**src/rtl/timer_counter_pkg.sv**
```systemverilog
// -----------------------------------------------------------------------------
// timer_counter_pkg
//
// Shared definitions for the memory-mapped timer/counter:
//   - FSM state encoding
//   - register word offsets on the 2-bit address bus
//   - CTRL register bit positions
//   - CTRL.Mode encodings
//
// No ports; imported by timer_counter with `import timer_counter_pkg::*;`.
// The optional auto-reload feature (macro TIMER_AUTO_RELOAD_EN) is resolved in
// timer_counter itself; nothing in this package depends on it.
// -----------------------------------------------------------------------------
package timer_counter_pkg;

  // Timer FSM states.
  typedef enum logic [1:0] {
    ST_IDLE = 2'd0,
    ST_LOAD = 2'd1,
    ST_CNT  = 2'd2,
    ST_INT  = 2'd3
  } state_e;

  // Register word offsets.
  localparam logic [1:0] ADDR_CTRL   = 2'd0;
  localparam logic [1:0] ADDR_PRESET = 2'd1;
  localparam logic [1:0] ADDR_COUNT  = 2'd2;
  localparam logic [1:0] ADDR_RSVD   = 2'd3;

  // CTRL bit positions.
  localparam int unsigned CTRL_EN_BIT   = 0;
  localparam int unsigned CTRL_MODE_LSB = 1;
  localparam int unsigned CTRL_MODE_MSB = 2;
  localparam int unsigned CTRL_IM_BIT   = 3;

  // CTRL.Mode encodings. Modes 2 and 3 behave as one-shot.
  localparam logic [1:0] MODE_ONESHOT = 2'd0;
  localparam logic [1:0] MODE_RELOAD  = 2'd1;
  localparam logic [1:0] MODE_RSVD2   = 2'd2;
  localparam logic [1:0] MODE_RSVD3   = 2'd3;

  // Assemble the 32-bit CTRL read value; unused upper bits read as zero.
  function automatic logic [31:0] pack_ctrl(input logic       en,
                                            input logic [1:0] mode,
                                            input logic       im);
    logic [31:0] v;
    v                              = '0;
    v[CTRL_EN_BIT]                 = en;
    v[CTRL_MODE_MSB:CTRL_MODE_LSB] = mode;
    v[CTRL_IM_BIT]                 = im;
    return v;
  endfunction

endpackage

```
**src/rtl/timer_counter.sv**
```systemverilog
// -----------------------------------------------------------------------------
// timer_counter
//
// 32-bit programmable down-counting timer with a three-register map and a
// level interrupt output for the coprocessor HWInt vector.
//
// Register map (word offsets on addr):
//   0 CTRL   : [0] Enable, [2:1] Mode, [3] IM (interrupt mask), [31:4] read 0
//   1 PRESET : 32-bit reload value, read/write
//   2 COUNT  : current count, read-only (writes ignored)
//   3        : reserved, reads 0
//
// Ports:
//   clk   in   1  rising-edge clock
//   reset in   1  synchronous, active-high; clears all registers, FSM to IDLE
//   addr  in   2  register word offset
//   we    in   1  write enable for the addressed register
//   din   in  32  write data
//   dout  out 32  combinational read data of the addressed register
//   irq   out  1  IM & irq_flag, held until software writes CTRL or PRESET
//
// Configuration:
//   TIMER_AUTO_RELOAD_EN  defined   -> Mode 1 reloads and restarts after expiry
//                         undefined -> Mode 1 behaves as one-shot; the Mode
//                                      field is still stored and read back.
//
// Timing: with PRESET=N (N>=1) and a CTRL write setting Enable, irq rises
// N+2 edges after the write edge (IDLE->LOAD, LOAD->CNT, N-1 decrements,
// expiry). PRESET=0 behaves as PRESET=1.
// -----------------------------------------------------------------------------
module timer_counter
  import timer_counter_pkg::*;
(
  input  logic        clk,
  input  logic        reset,
  input  logic [1:0]  addr,
  input  logic        we,
  input  logic [31:0] din,
  output logic [31:0] dout,
  output logic        irq
);

`ifdef TIMER_AUTO_RELOAD_EN
  localparam logic AUTO_RELOAD = 1'b1;
`else
  localparam logic AUTO_RELOAD = 1'b0;
`endif

  // Architectural state.
  logic        en_q;
  logic [1:0]  mode_q;
  logic        im_q;
  logic [31:0] preset_q;
  logic [31:0] count_q;
  logic        irq_flag_q;
  state_e      state_q;

  // Bus write decode.
  logic wr_ctrl;
  logic wr_preset;
  logic wr_disable;
  logic reload_mode;

  assign wr_ctrl     = we && (addr == ADDR_CTRL);
  assign wr_preset   = we && (addr == ADDR_PRESET);
  assign wr_disable  = wr_ctrl && !din[CTRL_EN_BIT];
  assign reload_mode = AUTO_RELOAD && (mode_q == MODE_RELOAD);

  // FSM and register file in one process. The FSM actions are evaluated
  // first and the software write block afterwards, so a bus write to CTRL
  // or PRESET overrides any FSM update of the same bits on the same edge.
  always_ff @(posedge clk) begin
    if (reset) begin
      en_q       <= 1'b0;
      mode_q     <= MODE_ONESHOT;
      im_q       <= 1'b0;
      preset_q   <= '0;
      count_q    <= '0;
      irq_flag_q <= 1'b0;
      state_q    <= ST_IDLE;
    end else begin
      case (state_q)
        ST_IDLE: begin
          if (en_q) state_q <= ST_LOAD;
        end
        ST_LOAD: begin
          count_q    <= preset_q;
          irq_flag_q <= 1'b0;
          state_q    <= ST_CNT;
        end
        ST_CNT: begin
          if (!en_q) begin
            state_q <= ST_IDLE;
          end else if (count_q > 32'd1) begin
            count_q <= count_q - 32'd1;
          end else begin
            // Covers COUNT==0 too, so PRESET=0 never wraps to all-ones.
            count_q    <= '0;
            irq_flag_q <= 1'b1;
            state_q    <= ST_INT;
          end
        end
        ST_INT: begin
          if (reload_mode) begin
            // Drop the flag and go through IDLE so the next pass reloads.
            irq_flag_q <= 1'b0;
          end else begin
            // One-shot: disarm; flag stays until software touches CTRL/PRESET.
            en_q <= 1'b0;
          end
          state_q <= ST_IDLE;
        end
        default: state_q <= ST_IDLE;
      endcase

      if (wr_ctrl) begin
        en_q       <= din[CTRL_EN_BIT];
        mode_q     <= din[CTRL_MODE_MSB:CTRL_MODE_LSB];
        im_q       <= din[CTRL_IM_BIT];
        irq_flag_q <= 1'b0;
      end

      // Disabling stops the counter immediately: COUNT is frozen at its
      // current value and the FSM returns to IDLE regardless of state.
      if (wr_disable) begin
        count_q <= count_q;
        state_q <= ST_IDLE;
      end

      // PRESET only reaches COUNT through LOAD, so a write mid-count does
      // not disturb the running countdown.
      if (wr_preset) begin
        preset_q   <= din;
        irq_flag_q <= 1'b0;
      end
    end
  end

  // Combinational read mux.
  always_comb begin
    dout = '0;
    case (addr)
      ADDR_CTRL:   dout = pack_ctrl(en_q, mode_q, im_q);
      ADDR_PRESET: dout = preset_q;
      ADDR_COUNT:  dout = count_q;
      ADDR_RSVD:   dout = '0;
      default:     dout = '0;
    endcase
  end

  assign irq = im_q & irq_flag_q;

endmodule

```
**config.mk**
```make
export PLATFORM = sky130hd
export DESIGN_NAME = timer_counter
export DESIGN_NICKNAME = d
export VERILOG_FILES = /design/src/rtl/timer_counter_pkg.sv /design/src/rtl/timer_counter.sv
export SDC_FILE = /design/constraint.sdc
export NUM_CORES = 1
export LEC_CHECK = 0
export BUFFER_PORTS_ARGS = -buffer_cell sky130_fd_sc_hd__buf_2
export CORE_UTILIZATION = 44
export DETAILED_ROUTE_END_ITERATION = 8
export PLACE_DENSITY = 0.65
export SLEW_MARGIN = 20
export SYNTH_ARGS = -nofsm -noshare
export SYNTH_HDL_FRONTEND = slang
export SYNTH_SLANG_ARGS = --single-unit
export TNS_END_PERCENT = 30
```
**constraint.sdc**
```tcl
create_clock -name clk -period 3.5 [get_ports clk]
set_input_delay 0.35 -clock clk [delete_from_list [all_inputs] [get_ports clk]]
set_output_delay 0.35 -clock clk [all_outputs]
set_load 0.1 [all_outputs]
```
==> flow_summary.ini, run 1 <==
[drt]
vias = 4014
drt_iter0_drc = 145
dr.pass1.iters = 5
wl_per_cell_microns = 16.3
viasPerCell = 5.88
ant_nets = 0
drc_errors = 0
wl_microns = 11100

[place]
place_ws_ns = 0.592
gp_congestion = 0.861
portBuffers = 69
dpl.hpwl_microns = 7580

[sta]
hold_viol = 0
drv_slew = 0
slew_headroom_pct = 39.8
rsz0062_at_grt = false
fin_skew_ns = 0.00804
worstMarginPinSlew_ns = 0.899
finalCriticalPeriod_ns = 2.96
max_freq_ghz = 0.337
final.setup.worst_slack_ns = 0.537
setup_violations = 0
fin_setup_tns_ns = 0
period_share_pct = 84.7

[worst_setup_path]
path_class = reg -> reg
startpoint_type = flop
critical-path-slowest-cell = o41ai_4
required_ns = 3.71
path_cells = or4_4, or4_4, o41ai_4, buf_4, o32ai_1, a22oi_1, nor2_1
critPathMaxFanout = 13
cpLargestDelayFamily = simple AND/OR/NAND/NOR gates
cp.buffers_inverters = 1
critical-path-max-stage-delay_ns = 0.81
worstPathArrival_ns = 3.18
worstSetupEndpointType = flop
worst_path_most_repeated_cell = or4_4

[power_and_ir_drop]
p_leak_nw = 1.81
powerDensity_nw_per_um2 = 617
ir_drop_mv = 0.278

[die]
dieArea_sq_um = 9300
die_h_microns = 96.4
num_io_pins = 70
start_util_pct = 45.2
core-area_sq_um = 8680
die_w_microns = 96.4
num_rows = 34

[clocking]
postCtsHoldBufs = 0
ctsResizeCount = 0
cts_sinks = 71
clk_latency_ns = 0.35
clk_path_buf_depth = 2
post_cts_buffers = 0
clkTransAtPathRegs_ns = 0.07
cts_buffers = 9
cts_tree = done
htreeDepth = 3
cts_root_buf = clkbuf_8

[synthesis]
ys_seq_elements = 71
syn_area_sq_um = 3920
yosysTopAreaCellShare_pct = 36.2
synthArstFlopShare_pct = 0
synth_seq_area_share_pct = 36.2
synth_cell_types = 52
synth-main-ff-cell = dfxtp_1
yosysTopAreaCell = dfxtp_1
synth_area_leaders = dfxtp_1 (36%), nand2_1 (9.1%), a21oi_1 (8.0%)
synth_fp_nets = 560
netlist_instances = 516
yosysWarnings = 0
synth-edff-count = 0
syn_area_per_cell_sq_um = 7.60

[finish]
diodes = 0
area_delta_synth_final_pct = 16.1
final_core_util_pct = 52.5
final_common_cell = nand2_1
n_fill_cell = 912
drive_above_1_share_pct = 19.0
mostFrequentLayoutCells = nand2_1 (95), dfxtp_1 (71), buf_2 (69)
nets = 615

[run_status]
status = finished, final reports clean

[global_routing]
grt-ovfl-total = 0
grt_pass1_wl_microns = 18500
track_usage_pct = 25.6
grt_pass1_vias = 3764
grt_max_degree = 38
antenna_found_initial = 0

[worst_hold_path]
min_path_type = in -> reg

[flow_run]
cap_viol_max_count = 0
worst reg2reg max path, stage by stage (launching register included):
cell and delay [ns]:
dfxtp_1 0.38, or4_4 0.58, or4_4 0.48, o41ai_4 0.82
buf_4 0.26, o32ai_1 0.08, a22oi_1 0.18, nor2_1 0.06
layer usage:
metal / global-route usage (%) / vias to the layer above / wire length (microns)
met3: 3.60 / 13 / 548
met2: 40.6 / 113 / 5180
met1: 35.1 / 1899 / 5250
met5: 0 / - / 0
li1: - / 1989 / -
met4: 9.80 / 0 / 139
power by group:
group	switching (mW)	total, mW	internal [mW]	leakage (nW)
Clock	0.310	0.673	0.364	0.0985
Combinational	0.837	1.21	0.372	1.14
Sequential	0.0667	0.926	0.860	0.576
cells by family (layout without fill, tap and decap cells):
kind of cell               after synthesis  in the layout  share of synthesized area [%]
AOI/OAI and AO/OA                      174            174                           29.4
adders and majority gates                7              7                           2.23
buffers and inverters                   51            110                           5.26
DFF                                     71             71                           36.2
muxes                                    9              9                           2.36
and+or+nand+nor                        204            204                           24.5
final timing paths:
kind	startpoint	endpoint	slack, ns	cells after the start
setup / recovery	count_q[24]$_SDFFE_PP0P_	count_q[17]$_SDFFE_PP0P_	0.54	7
hold / removal	din[20]	preset_q[20]$_SDFFE_PP0P_	0.23	3
setup reg to reg	count_q[24]$_SDFFE_PP0P_	count_q[17]$_SDFFE_PP0P_	0.54	7
hold reg to reg	preset_q[13]$_SDFFE_PP0P_	preset_q[13]$_SDFFE_PP0P_	0.47	2
Yosys cell counts (all sizes together), types with 8 or more instances:
cell and number:
clkbuf 37, a22oi 9, a22o 31, nor3 18, nor2 32, inv 11
nor2b 8, nand2 95, a21oi 63, dfxtp 71, nor4 12, nand3 12
a31oi 11, o21ai 27
layout make-up:
| class | instances | area [sq um] | area share [%] |
|---|---|---|---|
| inverter | 11 | 41.3 | 0.907 |
| sequential | 71 | 1420 | 31.2 |
| timing repair buffer | 84 | 458 | 10.1 |
| clock inverter | 3 | 42.5 | 0.934 |
| clock buffer | 12 | 155 | 3.41 |
| multi-input combinational | 394 | 2300 | 50.5 |
| tap | 108 | 135 | 2.97 |
per-stage QoR:
step / hold WS (ns) / instances / total power [mW] / cell area [sq um]
6_report: 0.231 / 683 / 2.81 / 4550
2_1_floorplan: 0.444 / 516 / 1.82 / 3920
3_3_place_gp: 0.463 / 668 / 2.13 / 4360
5_1_grt: 0.224 / 683 / 2.99 / 4550
3_5_place_dp: 0.465 / 668 / 2.14 / 4360
4_1_cts: 0.221 / 683 / 2.81 / 4550
state kept, by name, indices dropped and copies added (netlist names):
name and count:
preset_q 32, state_q 2, count_q 32, irq_flag_q 1, mode_q 2, en_q 1
im_q 1
Power figures use the tool's default switching activity.
==> run 2, diff against run 1 <==
--- a/config.mk
+++ b/config.mk
@@ -8,7 +8,7 @@
 export BUFFER_PORTS_ARGS = -buffer_cell sky130_fd_sc_hd__buf_2
 export CORE_UTILIZATION = 44
 export DETAILED_ROUTE_END_ITERATION = 8
-export PLACE_DENSITY = 0.65
+export PLACE_DENSITY = 0.68
 export SLEW_MARGIN = 20
 export SYNTH_ARGS = -nofsm -noshare
 export SYNTH_HDL_FRONTEND = slang
==> constraint.sdc (replaced) <==
create_clock -name clk -period 2.5 [get_ports clk]
set_input_delay 0.25 -clock clk [delete_from_list [all_inputs] [get_ports clk]]
set_output_delay 0.25 -clock clk [all_outputs]
set_load 0.1 [all_outputs]
==> flow_summary.ini, run 2 (synthesized netlist as in run 1, its figures left out) <==
[run_status]
status = finished, final reports clean

[global_routing]
grt_pass1_wl_microns = 18700
grt_max_degree = 39
grt-ovfl-total = 0
antenna_found_initial = 0
track_usage_pct = 26.1
grt_pass1_vias = 3797

[place]
portBuffers = 69
dpl.hpwl_microns = 7940
gp_congestion = 0.867
place_ws_ns = 0.0821

[sta]
final.setup.worst_slack_ns = 0.139
slew_headroom_pct = 59.4
drv_slew = 0
fin_skew_ns = 0.00964
setup_violations = 0
hold_viol = 0
period_share_pct = 94.4
finalCriticalPeriod_ns = 2.36
worstMarginPinSlew_ns = 0.603
max_freq_ghz = 0.424

[drt]
wl_per_cell_microns = 16.4
drc_errors = 0
dr.pass1.iters = 5
wl_microns = 11600
vias = 4132
ant_nets = 0
viasPerCell = 5.86
drt_iter0_drc = 234

[worst_hold_path]
worstHoldStart = din[5]
min_path_type = in -> reg

[clocking]
clkTransAtPathRegs_ns = 0.07
cts_sinks = 71
cts_tree = done
cts_root_buf = clkbuf_8
htreeDepth = 3
post_cts_buffers = 0
clk_path_buf_depth = 2
clk_latency_ns = 0.35
postCtsHoldBufs = 0
cts_buffers = 9

[worst_setup_path]
worstSetupEndpointType = flop
r2r_end = count_q[3]$_SDFFE_PP0P_
reg2regPathDepth = 7
path_class = reg -> reg
startpoint_type = flop
required_ns = 2.73
critical-path-slowest-cell = or4_1
reg2reg_from = count_q[2]$_SDFFE_PP0P_
critPathMaxFanout = 16
critical-path-max-stage-delay_ns = 0.55
crit_path_end = count_q[3]$_SDFFE_PP0P_
regToRegSetupSlack_ns = 0.14
startpoint = count_q[2]$_SDFFE_PP0P_
worstPathArrival_ns = 2.59
path_cells = or4_1, or3_1, o41ai_4, buf_12, o21ai_0, a22oi_1, nor2_1

[finish]
mostFrequentLayoutCells = nand2_1 (95), dfxtp_1 (71), buf_2 (69)
diodes = 0
top_regs = count_q: 32 flops, preset_q: 32 flops
area_delta_synth_final_pct = 21.3
nets = 638
final_common_cell = nand2_1
drive_above_1_share_pct = 22.3
final_core_util_pct = 54.8

[die]
num_io_pins = 70
die_w_microns = 96.4
dieArea_sq_um = 9300
start_util_pct = 45.2
core-area_sq_um = 8680
num_rows = 34
die_h_microns = 96.4

[power_and_ir_drop]
ir_drop_mv = 0.451
power.total_mw = 4.23
powerDensity_nw_per_um2 = 889
p_leak_nw = 1.93

[flow_run]
cap_viol_max_count = 0
## run 2: cell count changes in the layout (fill, tap and decap cells not counted), sizes merged
| cell | change |
|---|---|
| clkinv | -1 |
| clkbuf | +1 |
| clkinvlp | -1 |
| buf | +23 |
## run 2: cell type report
cell class                      count  area, sq um
Sequential cell                    71         1420
Clock buffer                       13          149
Clock inverter                      1         30.0
Multi-Input combinational cell    394         2330
Tap cell                          108          135
Fill cell                         880         3920
Inverter                           11         41.3
Timing Repair Buffer              107          647
## run 2: worst min path at each step
stage	endpoint	slack, ns	cells past startpoint
6_report	preset_q[5]$_SDFFE_PP0P_	0.13	3
3_5_place_dp	preset_q[13]$_SDFFE_PP0P_	0.47	2
3_3_place_gp	preset_q[16]$_SDFFE_PP0P_	0.46	2
2_1_floorplan	preset_q[10]$_SDFFE_PP0P_	0.39	2
5_1_grt	preset_q[18]$_SDFFE_PP0P_	0.13	3
4_1_cts	preset_q[6]$_SDFFE_PP0P_	0.12	3
## run 2: through the flow
stage | instance area [sq um] | hold slack, ns | instances | setup TNS [ns]
2_1_floorplan | 3920 | 0.386 | 516 | -1.04
3_3_place_gp | 4540 | 0.458 | 691 | 0
3_5_place_dp | 4540 | 0.465 | 691 | 0
4_1_cts | 4730 | 0.123 | 705 | 0
5_1_grt | 4760 | 0.134 | 705 | -0.00427
6_report | 4760 | 0.125 | 705 | 0
## run 2: routing by layer
layer	GRT usage, %	up-vias	part of all wire [%]
met5	0	-	0
met4	9.44	0	2.0
met3	4.93	22	4.4
met2	42.4	114	47
met1	34.4	1957	47
li1	-	2039	-
## run 2: repair_timing
| item | in CTS | in global routing |
|---|---|---|
| pin swaps | 0 | 1 |
| resized for setup | 1 | 5 |
| endpoints found under the setup margin | 1 | 5 |
| gates cloned | 0 | 0 |
## run 2: critical path: cells and delay by family (launching register included)
family          cells  cell delay (ns)
buf+inv             1             0.19
simple gates        3             1.06
compound gates      3             0.66
flops               1             0.31
## run 2: power by group
group	total (mW)	internal (mW)	switching, mW
Clock	0.888	0.479	0.409
Combinational	2.06	0.739	1.32
Sequential	1.29	1.20	0.0825
==> run 3, diff against run 2 <==
--- a/config.mk
+++ b/config.mk
@@ -9,6 +9,7 @@
 export CORE_UTILIZATION = 44
 export DETAILED_ROUTE_END_ITERATION = 8
 export PLACE_DENSITY = 0.68
+export REMOVE_ABC_BUFFERS = 1
 export SLEW_MARGIN = 20
 export SYNTH_ARGS = -nofsm -noshare
 export SYNTH_HDL_FRONTEND = slang
==> flow_summary.ini, run 3 (synthesized netlist as in run 1, its figures left out) <==
[run_status]
status = complete, but fails checks
violations = DRC

[sta]
hold-worst-slack_ns = 0.120
fin_skew_ns = 0.00571
final.setup.worst_slack_ns = 0.123
slew_headroom_pct = 51.0
hold_viol = 0
period_share_pct = 95.1
finalCriticalPeriod_ns = 2.38
max_freq_ghz = 0.421
setup_violations = 0
fin_setup_tns_ns = 0
drv_slew = 0
rsz0062_at_grt = true
worstMarginPinSlew_ns = 0.736

[die]
num_io_pins = 70
die_w_microns = 96.4
num_rows = 34
start_util_pct = 45.2
die_h_microns = 96.4
core-area_sq_um = 8680
dieArea_sq_um = 9300

[worst_setup_path]
startpoint_type = flop
worstPathArrival_ns = 2.60
path_class = reg -> reg
required_ns = 2.72
critPathMaxFanout = 10
worstSetupEndpointType = flop

[drt]
viasPerCell = 5.86
wl_met2_microns = 5500
wl_microns = 11700
drc_errors = 1
dr.pass1.iters = 7
ant_nets = 0
wl_met1_microns = 5390
met3WireLength_microns = 589
vias = 4155
dr.max_layer_used = met4
drt_iter0_drc = 298
wl_per_cell_microns = 16.5

[power_and_ir_drop]
p_int_mw = 2.45
power.net_switching_mw = 1.81
switching_share_pct = 42.5
p_leak_nw = 1.95
ir_drop_mv = 0.453
powerDensity_nw_per_um2 = 891
clockPowerShare_pct = 21.7
pwr-share-comb_pct = 48.0
power_frac_seq_pct = 30.3

[finish]
final_common_cell = nand2_1
nets = 640
final_core_util_pct = 55.1
area_delta_synth_final_pct = 22.0
diodes = 0
instances_no_fill = 709
top_regs = count_q: 32 flops, preset_q: 32 flops
mostFrequentLayoutCells = nand2_1 (95), dfxtp_1 (71), buf_2 (69)
drive_above_1_share_pct = 23.3

[global_routing]
grt_pass1_wl_microns = 18300
grt_pass1_vias = 3739
grt-ovfl-total = 0
grt_max_degree = 43
track_usage_pct = 25.6
antenna_found_initial = 0

[flow_run]
cap_viol_max_count = 0

[place]
dpl.hpwl_microns = 8000
place_ws_ns = 0.0220
numPlacedInstances = 693
portBuffers = 69
gp_congestion = 0.895

[clocking]
cts_tree = done
clk_path_buf_depth = 2
clk_latency_ns = 0.36
cts_buffers = 9
htreeDepth = 3
clkTransAtPathRegs_ns = 0.07
cts_sinks = 71
cts_root_buf = clkbuf_8

[worst_hold_path]
min_path_type = in -> reg
[run 3: per-layer routing]
layer	global-route usage, %	vias to the layer above
li1	-	2041
met1	33.8	1963
met2	41.4	137
met3	3.91	14
met4	11.2	0
met5	0	-
[run 3: worst paths after layout]
path                                           startpoint                         to  slack [ns]  cells after the start
worst max-delay path              count_q[2]$_SDFFE_PP0P_    count_q[3]$_SDFFE_PP0P_        0.12                      7
worst min-delay path                               din[9]   preset_q[9]$_SDFFE_PP0P_        0.12                      3
worst max register to register    count_q[2]$_SDFFE_PP0P_    count_q[3]$_SDFFE_PP0P_        0.12                      7
worst min register to register  preset_q[11]$_SDFFE_PP0P_  preset_q[11]$_SDFFE_PP0P_        0.47                      2
[run 3: area by class of cell]
type	instances	area (sq um)
multi-input combinational	394	2340
tap	108	135
clock buffer	12	145
clock inverter	4	45.0
inverter	11	41.3
fill	856	3890
sequential	71	1420
timing repair buffer	109	662
[run 3: metrics by stage]
step / cell area, sq um / power (mW)
after floorplan: 3760 / 2.48
after global placement: 4560 / 3.26
after detailed placement: 4560 / 3.28
after CTS: 4750 / 4.19
after global routing: 4790 / 4.52
final: 4790 / 4.27
[run 3: repair_timing]
action                                  in CTS  in global routing
hold buffers                                 0                  0
gates resized for setup                      1                  7
endpoints found under the setup margin       2                 22
pin swaps                                    0                  1
setup buffers                                0                  0
hold endpoints to repair                     0                  0
[run 3: power by group through the flow]
stage / clock (mW) / sequential, mW / combinational [mW]
3_3_place_gp: 0 / 1.31 / 1.95
3_5_place_dp: 0 / 1.32 / 1.96
4_1_cts: 0.930 / 1.29 / 1.97
6_report: 0.924 / 1.29 / 2.05
5_1_grt: 0.978 / 1.30 / 2.23
2_1_floorplan: 0 / 1.29 / 1.19
[run 3: worst max-delay path, cell delays in order (launching register included)]
cell and delay [ns]:
dfxtp_1 0.31, or4_1 0.58, or3_4 0.43, o41ai_4 0.35, buf_6 0.20, o21ai_0 0.10
a22oi_1 0.22, nor2_1 0.05
